`config.mk`:
```
export PLATFORM = sky130hd
export DESIGN_NAME = score_keeper_bcd_flat
export DESIGN_NICKNAME = d
export VERILOG_FILES = /design/src/rtl/score_keeper_bcd_if.sv /design/src/rtl/score_keeper_bcd.sv /design/src/flat_wrapper.sv
export SDC_FILE = /design/constraint.sdc
export NUM_CORES = 1
export LEC_CHECK = 0
export CAP_MARGIN = 20
export CORE_MARGIN = 3
export CORE_UTILIZATION = 40
export DETAILED_ROUTE_END_ITERATION = 7
export DONT_BUFFER_PORTS = 1
export GPL_ROUTABILITY_DRIVEN = 0
export GPL_TIMING_DRIVEN = 0
export PLACE_DENSITY_LB_ADDON = 0.08
export SLEW_MARGIN = 5
export SYNTH_ARGS = -nofsm -noshare
export SYNTH_HDL_FRONTEND = slang
export SYNTH_SLANG_ARGS = --single-unit
```
`constraint.sdc`:
```
create_clock -name clk22 -period 21.5 [get_ports clk22]
set_clock_uncertainty 0.1 [all_clocks]
set_input_delay 4.3 -clock clk22 [delete_from_list [all_inputs] [get_ports clk22]]
set_output_delay 4.3 -clock clk22 [all_outputs]
set_load 0.02 [all_outputs]
```
`src/rtl/score_keeper_bcd_if.sv`:
```
// Score engine bus: game events in, BCD score and status out.
interface score_keeper_bcd_if #(
    parameter int DIGITS   = 4,
    parameter int N_ENM    = 4,
    parameter int HPW      = 7,
    parameter int BOSS_HPW = 10
);
    logic                    gamestart;
    logic                    shot_reimu;
    logic                    shot_enm;
    logic                    shot_boss;
    logic [N_ENM*HPW-1:0]    enmhp;
    logic [BOSS_HPW-1:0]     bosshp;
    logic [DIGITS*4-1:0]     score;
    logic [DIGITS*4-1:0]     hi_score;
    logic                    busy;
    logic                    saturated;
    logic                    new_high;

    // Game side: drives events, observes score.
    modport master (
        output gamestart, shot_reimu, shot_enm, shot_boss, enmhp, bosshp,
        input  score, hi_score, busy, saturated, new_high
    );

    // Score engine side.
    modport slave (
        input  gamestart, shot_reimu, shot_enm, shot_boss, enmhp, bosshp,
        output score, hi_score, busy, saturated, new_high
    );
endinterface

```
`src/rtl/score_keeper_bcd.sv`:
```
// BCD score engine: kill/hit detection, per-type pending award counters,
// one prioritised award per cycle, saturating score and persistent hi-score.
module score_keeper_bcd #(
    parameter int                  DIGITS        = 4,
    parameter int                  N_ENM         = 4,
    parameter int                  HPW           = 7,
    parameter int                  BOSS_HPW      = 10,
    parameter int                  CNTW          = 4,
    parameter logic [DIGITS*4-1:0] PTS_HIT_ENM   = 16'h0001,
    parameter logic [DIGITS*4-1:0] PTS_HIT_BOSS  = 16'h0002,
    parameter logic [DIGITS*4-1:0] PTS_KILL_ENM  = 16'h0100,
    parameter logic [DIGITS*4-1:0] PTS_KILL_BOSS = 16'h1000,
    parameter bit                  CLEAR_ON_HIT  = 1'b1
) (
    input  logic               clk22,
    input  logic               rst_n,
    score_keeper_bcd_if.slave  bus
);
    localparam int              SW     = DIGITS * 4;
    localparam int              CMAX   = (2 ** CNTW) - 1;
    localparam logic [SW-1:0]   ALL9   = {DIGITS{4'h9}};

    // Saturating counter step: add events, remove the serviced one, clamp.
    function automatic logic [CNTW-1:0] cnt_next(input logic [CNTW-1:0] c,
                                                 input int inc,
                                                 input logic dec);
        int v;
        v = int'(c) + inc - (dec ? 1 : 0);
        if (v > CMAX) v = CMAX;
        return CNTW'(v);
    endfunction

    // Per-digit decimal add; MSB of the result is the carry out of the top digit.
    function automatic logic [SW:0] bcd_add(input logic [SW-1:0] a,
                                            input logic [SW-1:0] b);
        logic [SW-1:0] s;
        logic          c;
        logic [4:0]    d;
        s = '0;
        c = 1'b0;
        for (int k = 0; k < DIGITS; k++) begin
            d = {1'b0, a[k*4 +: 4]} + {1'b0, b[k*4 +: 4]} + {4'b0, c};
            if (d > 5'd9) begin
                d = d - 5'd10;
                c = 1'b1;
            end else begin
                c = 1'b0;
            end
            s[k*4 +: 4] = d[3:0];
        end
        return {c, s};
    endfunction

    logic [N_ENM-1:0] r_arm;
    logic             r_boss_arm;
    logic [CNTW-1:0]  r_c_kb, r_c_ke, r_c_hb, r_c_he;
    logic [SW-1:0]    r_score, r_hi;
    logic             r_sat, r_new_high;

    logic [N_ENM-1:0] w_hp_nz;
    logic [N_ENM-1:0] w_kill;
    int               w_nkill;
    logic             w_boss_nz, w_boss_kill;
    logic [3:0]       w_dec;
    logic [SW-1:0]    w_pts;
    logic [SW:0]      w_sum;
    logic             w_clr;
    logic [CNTW-1:0]  w_c_kb_nxt, w_c_ke_nxt, w_c_hb_nxt, w_c_he_nxt;

    // Per-enemy alive flags from the packed HP bus.
    always_comb begin
        for (int i = 0; i < N_ENM; i++) w_hp_nz[i] = |bus.enmhp[i*HPW +: HPW];
    end

    assign w_kill      = ~w_hp_nz & r_arm;
    assign w_boss_nz   = |bus.bosshp;
    assign w_boss_kill = ~w_boss_nz & r_boss_arm;
    assign w_clr       = bus.gamestart | (CLEAR_ON_HIT & bus.shot_reimu);

    // Number of enemies killed on this edge.
    always_comb begin
        w_nkill = 0;
        for (int i = 0; i < N_ENM; i++) if (w_kill[i]) w_nkill++;
    end

    // Fixed-priority service pick on current counters: kb > ke > hb > he.
    always_comb begin
        w_dec = 4'b0000;
        w_pts = '0;
        if (r_c_kb != '0) begin
            w_dec[0] = 1'b1;
            w_pts    = PTS_KILL_BOSS;
        end else if (r_c_ke != '0) begin
            w_dec[1] = 1'b1;
            w_pts    = PTS_KILL_ENM;
        end else if (r_c_hb != '0) begin
            w_dec[2] = 1'b1;
            w_pts    = PTS_HIT_BOSS;
        end else if (r_c_he != '0) begin
            w_dec[3] = 1'b1;
            w_pts    = PTS_HIT_ENM;
        end
    end

    assign w_sum      = bcd_add(r_score, w_pts);
    assign w_c_kb_nxt = cnt_next(r_c_kb, w_boss_kill ? 1 : 0, w_dec[0]);
    assign w_c_ke_nxt = cnt_next(r_c_ke, w_nkill, w_dec[1]);
    assign w_c_hb_nxt = cnt_next(r_c_hb, bus.shot_boss ? 1 : 0, w_dec[2]);
    assign w_c_he_nxt = cnt_next(r_c_he, bus.shot_enm ? 1 : 0, w_dec[3]);

    // Arm bits follow "HP was non-zero last edge"; a kill is alive->zero.
    always_ff @(posedge clk22 or negedge rst_n) begin
        if (!rst_n) begin
            r_arm      <= '0;
            r_boss_arm <= 1'b0;
        end else if (bus.gamestart) begin
            r_arm      <= '0;
            r_boss_arm <= 1'b0;
        end else begin
            r_arm      <= w_hp_nz;
            r_boss_arm <= w_boss_nz;
        end
    end

    // Pending counters and score; a clear drops same-cycle events too.
    always_ff @(posedge clk22 or negedge rst_n) begin
        if (!rst_n) begin
            r_c_kb  <= '0;
            r_c_ke  <= '0;
            r_c_hb  <= '0;
            r_c_he  <= '0;
            r_score <= '0;
            r_sat   <= 1'b0;
        end else if (w_clr) begin
            r_c_kb  <= '0;
            r_c_ke  <= '0;
            r_c_hb  <= '0;
            r_c_he  <= '0;
            r_score <= '0;
            r_sat   <= 1'b0;
        end else begin
            r_c_kb <= w_c_kb_nxt;
            r_c_ke <= w_c_ke_nxt;
            r_c_hb <= w_c_hb_nxt;
            r_c_he <= w_c_he_nxt;
            // Once clamped, awards are still consumed but leave the score alone.
            if ((|w_dec) && !r_sat) begin
                if (w_sum[SW]) begin
                    r_score <= ALL9;
                    r_sat   <= 1'b1;
                end else begin
                    r_score <= w_sum[SW-1:0];
                end
            end
        end
    end

    // Hi-score trails the score by one edge; only rst_n wipes it.
    always_ff @(posedge clk22 or negedge rst_n) begin
        if (!rst_n) begin
            r_hi       <= '0;
            r_new_high <= 1'b0;
        end else begin
            if (r_score > r_hi) r_hi <= r_score;
            if (bus.gamestart)         r_new_high <= 1'b0;
            else if (r_score > r_hi)   r_new_high <= 1'b1;
        end
    end

    assign bus.score     = r_score;
    assign bus.hi_score  = r_hi;
    assign bus.saturated = r_sat;
    assign bus.new_high  = r_new_high;
    assign bus.busy      = (r_c_kb != '0) | (r_c_ke != '0) |
                           (r_c_hb != '0) | (r_c_he != '0);
endmodule

```
`src/flat_wrapper.sv`:
```
// flat-port wrapper written by rule: the top's interface ports become plain ports
module score_keeper_bcd_flat 
#(
    parameter int                  DIGITS        = 4,
    parameter int                  N_ENM         = 4,
    parameter int                  HPW           = 7,
    parameter int                  BOSS_HPW      = 10,
    parameter int                  CNTW          = 4,
    parameter logic [DIGITS*4-1:0] PTS_HIT_ENM   = 16'h0001,
    parameter logic [DIGITS*4-1:0] PTS_HIT_BOSS  = 16'h0002,
    parameter logic [DIGITS*4-1:0] PTS_KILL_ENM  = 16'h0100,
    parameter logic [DIGITS*4-1:0] PTS_KILL_BOSS = 16'h1000,
    parameter bit                  CLEAR_ON_HIT  = 1'b1
)
  (clk22, rst_n, bus_gamestart, bus_shot_reimu, bus_shot_enm, bus_shot_boss, bus_enmhp, bus_bosshp, bus_score, bus_hi_score, bus_busy, bus_saturated, bus_new_high);
  score_keeper_bcd_if #(.DIGITS(DIGITS), .N_ENM(N_ENM), .HPW(HPW), .BOSS_HPW(BOSS_HPW)) bus_i ();
  input  logic clk22;
  input  logic rst_n;
  input wire logic [$bits(bus_i.gamestart)-1:0] bus_gamestart;
  input wire logic [$bits(bus_i.shot_reimu)-1:0] bus_shot_reimu;
  input wire logic [$bits(bus_i.shot_enm)-1:0] bus_shot_enm;
  input wire logic [$bits(bus_i.shot_boss)-1:0] bus_shot_boss;
  input wire logic [$bits(bus_i.enmhp)-1:0] bus_enmhp;
  input wire logic [$bits(bus_i.bosshp)-1:0] bus_bosshp;
  output wire logic [$bits(bus_i.score)-1:0] bus_score;
  output wire logic [$bits(bus_i.hi_score)-1:0] bus_hi_score;
  output wire logic [$bits(bus_i.busy)-1:0] bus_busy;
  output wire logic [$bits(bus_i.saturated)-1:0] bus_saturated;
  output wire logic [$bits(bus_i.new_high)-1:0] bus_new_high;
  assign bus_i.gamestart = bus_gamestart;
  assign bus_i.shot_reimu = bus_shot_reimu;
  assign bus_i.shot_enm = bus_shot_enm;
  assign bus_i.shot_boss = bus_shot_boss;
  assign bus_i.enmhp = bus_enmhp;
  assign bus_i.bosshp = bus_bosshp;
  assign bus_score = bus_i.score;
  assign bus_hi_score = bus_i.hi_score;
  assign bus_busy = bus_i.busy;
  assign bus_saturated = bus_i.saturated;
  assign bus_new_high = bus_i.new_high;
  score_keeper_bcd #(.DIGITS(DIGITS), .N_ENM(N_ENM), .HPW(HPW), .BOSS_HPW(BOSS_HPW), .CNTW(CNTW), .PTS_HIT_ENM(PTS_HIT_ENM), .PTS_HIT_BOSS(PTS_HIT_BOSS), .PTS_KILL_ENM(PTS_KILL_ENM), .PTS_KILL_BOSS(PTS_KILL_BOSS), .CLEAR_ON_HIT(CLEAR_ON_HIT)) u_core (.clk22(clk22), .rst_n(rst_n), .bus(bus_i));
endmodule
```
==> results.cfg <==
[setup_path]
maximum_cell_stage_delay_along_the_critical_path_ns = 0.47
cp-start-kind = flip-flop
timing.rr.start = u_core.r_c_kb[3]
crit_path_max_delay_cell_type = sky130_fd_sc_hd__fa_1
worst_r2r_dst = u_core.bus.score[10]
critical-path-top-cell-by-count = sky130_fd_sc_hd__ha_1
regToRegSetupSlack_ns = 13.16
required_ns = 21.62
worst-endpoint-arrival_ns = 8.46
path_max_fanout = 8
path_delay_family = adder cells
worstSetupEndpointType = flip-flop
r2r_cells = 33
worstSetupPathType = reg -> reg
worst-path-buf-inv = 7

[clocking]
cts_tree = done
number_of_sinks_handled_by_clock_tree_synthesis = 55
cts.repair.resized = 0
clkLatencyLatePin_ns = 0.32
cts_inserted_buffers = 5
cts.clk_slew.worst_paths_ns = 0.12
clockRootBuffer = sky130_fd_sc_hd__clkbuf_8
post-cts-setup-buffer-count = 0
post_cts_hold_buffer_count = 0
htreeDepth = 2
cts-root-to-sink-buffers = 2

[sta]
fin_setup_tns_ns = 0
slew_headroom = 0.573
finalCritPeriodShare = 0.388
grt_setup_unrepaired = false
report.final.slew_viol_count = 0
finalSetupViolations = 0
post-route-min-period_ns = 8.34
timing_worst_slew_pin_value_ns = 0.639
timing_hold_violations_final = 0
max_clock_freq_mhz = 120

[placement]
placed_cell_area_mm2 = 0.00451
port_buffers = 0
dp.final_hpwl_mm = 7.51

[worst_hold_path]
worst_hold_check_path_type = reg -> reg
holdCritStartpoint = u_core.bus.new_high
timing.hold.worst_endpoint = u_core.bus.new_high
worstHoldPathCells = 2

[power]
max_rail_drop_vdd_mv = 0.0920
total_leakage_power_nw = 2.19
power.density_cell_area_mw_per_mm2 = 142

[floorplan]
floorplan.initialDensity = 0.415
die-width_um = 110
cell_rows = 37
design.die.area_mm2 = 0.0121
core-area_mm2 = 0.0105
fp.dieH_um = 110
io_pins = 79

[global_route]
met3_usage = 0.0285
grt_antenna_before_repair = 0
use_met2 = 0.290
grt_pass1_wl_mm = 16.5
groute.layer.met1.usage = 0.226
gr-usage-all-layers = 0.171
busiest_layer = met2
grt_max_degree = 56
grt_remaining_overflow = 0
grt_pass1_vias = 3400

[logic_synthesis]
synth-seq-area-share = 0.317
yosysTopAreaCell = sky130_fd_sc_hd__dfrtp_1
synth-main-ff-cell = sky130_fd_sc_hd__dfrtp_1
post_synth_inst_count = 472
synthArstFlopShare = 1.00
yosys-top-cells-area = sky130_fd_sc_hd__dfrtp_1 32%, sky130_fd_sc_hd__ha_1 18%, sky130_fd_sc_hd__inv_1 5.7%
yosys_warnings = 0
synthesis.area_per_instance_um2 = 9.20
synth.cell_area_mm2 = 0.00434
syn_nets = 584
post_synth_edffs = 0
yosys.area.top_type_share = 0.317
netlist-cell-type-count = 59
total_of_flip_flops_plus_latches_after_synthesis = 55

[route]
route.detailed.drc = 0
antenna_left = 0
routed_wl_mm = 9.83
drt-wirelength-per-cell_um = 16.0
detail_route.first_pass.iterations = 5
routed-via-count = 3301
drtIter0Drc = 185
routed_via_density = 5.36

[final_layout]
final_layout_size_suffix_gt1_frac = 0.0750
layout.cells.most_common_list = 66 x sky130_fd_sc_hd__inv_1, 61 x sky130_fd_sc_hd__ha_1, 55 x sky130_fd_sc_hd__dfrtp_1, 46 x sky130_fd_sc_hd__nor2_1, 35 x sky130_fd_sc_hd__a21oi_1
mostFrequentLayoutCell = sky130_fd_sc_hd__inv_1
layout-area-overhead-vs-synth_pct = 6.63
final_nets = 591
design_area_mm2 = 0.00463
final_core_util = 0.443
count_of_inserted_antenna_diode_cells = 0

[run]
max_cap_violations = 0

[run_status]
status = completed
worst min-delay path, stage by stage, from the launching register on:
cell and delay (ns):
sky130_fd_sc_hd__dfrtp_1 0.47, sky130_fd_sc_hd__inv_1 0.08, sky130_fd_sc_hd__a21oi_1 0.06
layout make-up:
| class | instances | area, um2 |
|---|---|---|
| fillers | 1044 | 5830 |
| multi-input cells | 336 | 2650 |
| flip-flops and latches | 55 | 1380 |
| inverters | 66 | 248 |
| well taps | 136 | 170 |
| clock buffers | 6 | 82.6 |
| plain buffers | 15 | 68.8 |
| clock inverters | 2 | 35.0 |
state kept, by name, indices dropped and copies added, names as in the netlist:
| register | count |
|---|---|
| u_core.r_boss_arm | 1 |
| u_core.r_c_he | 4 |
| u_core.bus.saturated | 1 |
| u_core.bus.hi_score | 16 |
| u_core.r_arm | 4 |
| u_core.r_c_ke | 4 |
| u_core.bus.new_high | 1 |
| u_core.r_c_hb | 4 |
| u_core.r_c_kb | 4 |
| u_core.bus.score | 16 |
cell usage after synthesis (all sizes together) (8+ instances only):
library cell,count
a21oi,37
xnor2,14
nand2,23
o21ai,9
dfrtp,55
ha,61
inv,66
nor4,9
nor3,8
nor2,46
clkbuf,11
a21o,10
mux2,13
where the power goes:
| part | internal, mW | switching, mW |
|---|---|---|
| clock | 0.0378 | 0.0375 |
| sequential | 0.124 | 0.0297 |
| combinational | 0.191 | 0.237 |
cells by family after synthesis:
family | after synthesis | synth area share
adders and majority gates | 68 | 0.208
muxes | 20 | 0.0559
other | 1 | 0.000863
DFF | 55 | 0.317
xor gates and xnor gates | 18 | 0.0380
AOI/OAI and AO/OA | 99 | 0.155
buffers and inverters | 81 | 0.0729
and+or+nand+nor | 130 | 0.152
worst max-delay path by stage:
stage,from,to,cells past startpoint
floorplan,bus_enmhp[2],u_core.r_c_ke[2],17
global placement,bus_enmhp[2],u_core.r_c_ke[3],17
detailed placement,u_core.r_c_kb[3],u_core.bus.score[10],33
CTS,u_core.r_c_kb[3],u_core.bus.score[10],33
global route,u_core.r_c_kb[3],u_core.bus.score[10],33
finish,u_core.r_c_kb[3],u_core.bus.score[10],33
metrics by stage:
step	worst slack, ns	hold slack [ns]	std cells	total power [mW]
2_1_floorplan	13.51	0.502	472	0.497
3_3_place_gp	13.29	0.520	608	0.580
3_5_place_dp	13.20	0.526	608	0.587
4_1_cts	13.16	0.542	616	0.666
5_1_grt	12.45	0.548	616	0.729
6_report	13.16	0.536	616	0.657
routing by layer:
layer	wire, um	vias to the layer above
met1	4550	1555
met4	117	0
met3	537	8
li1	-	1654
met5	0	-
met2	4620	84
(Power assumes the default switching activity.)
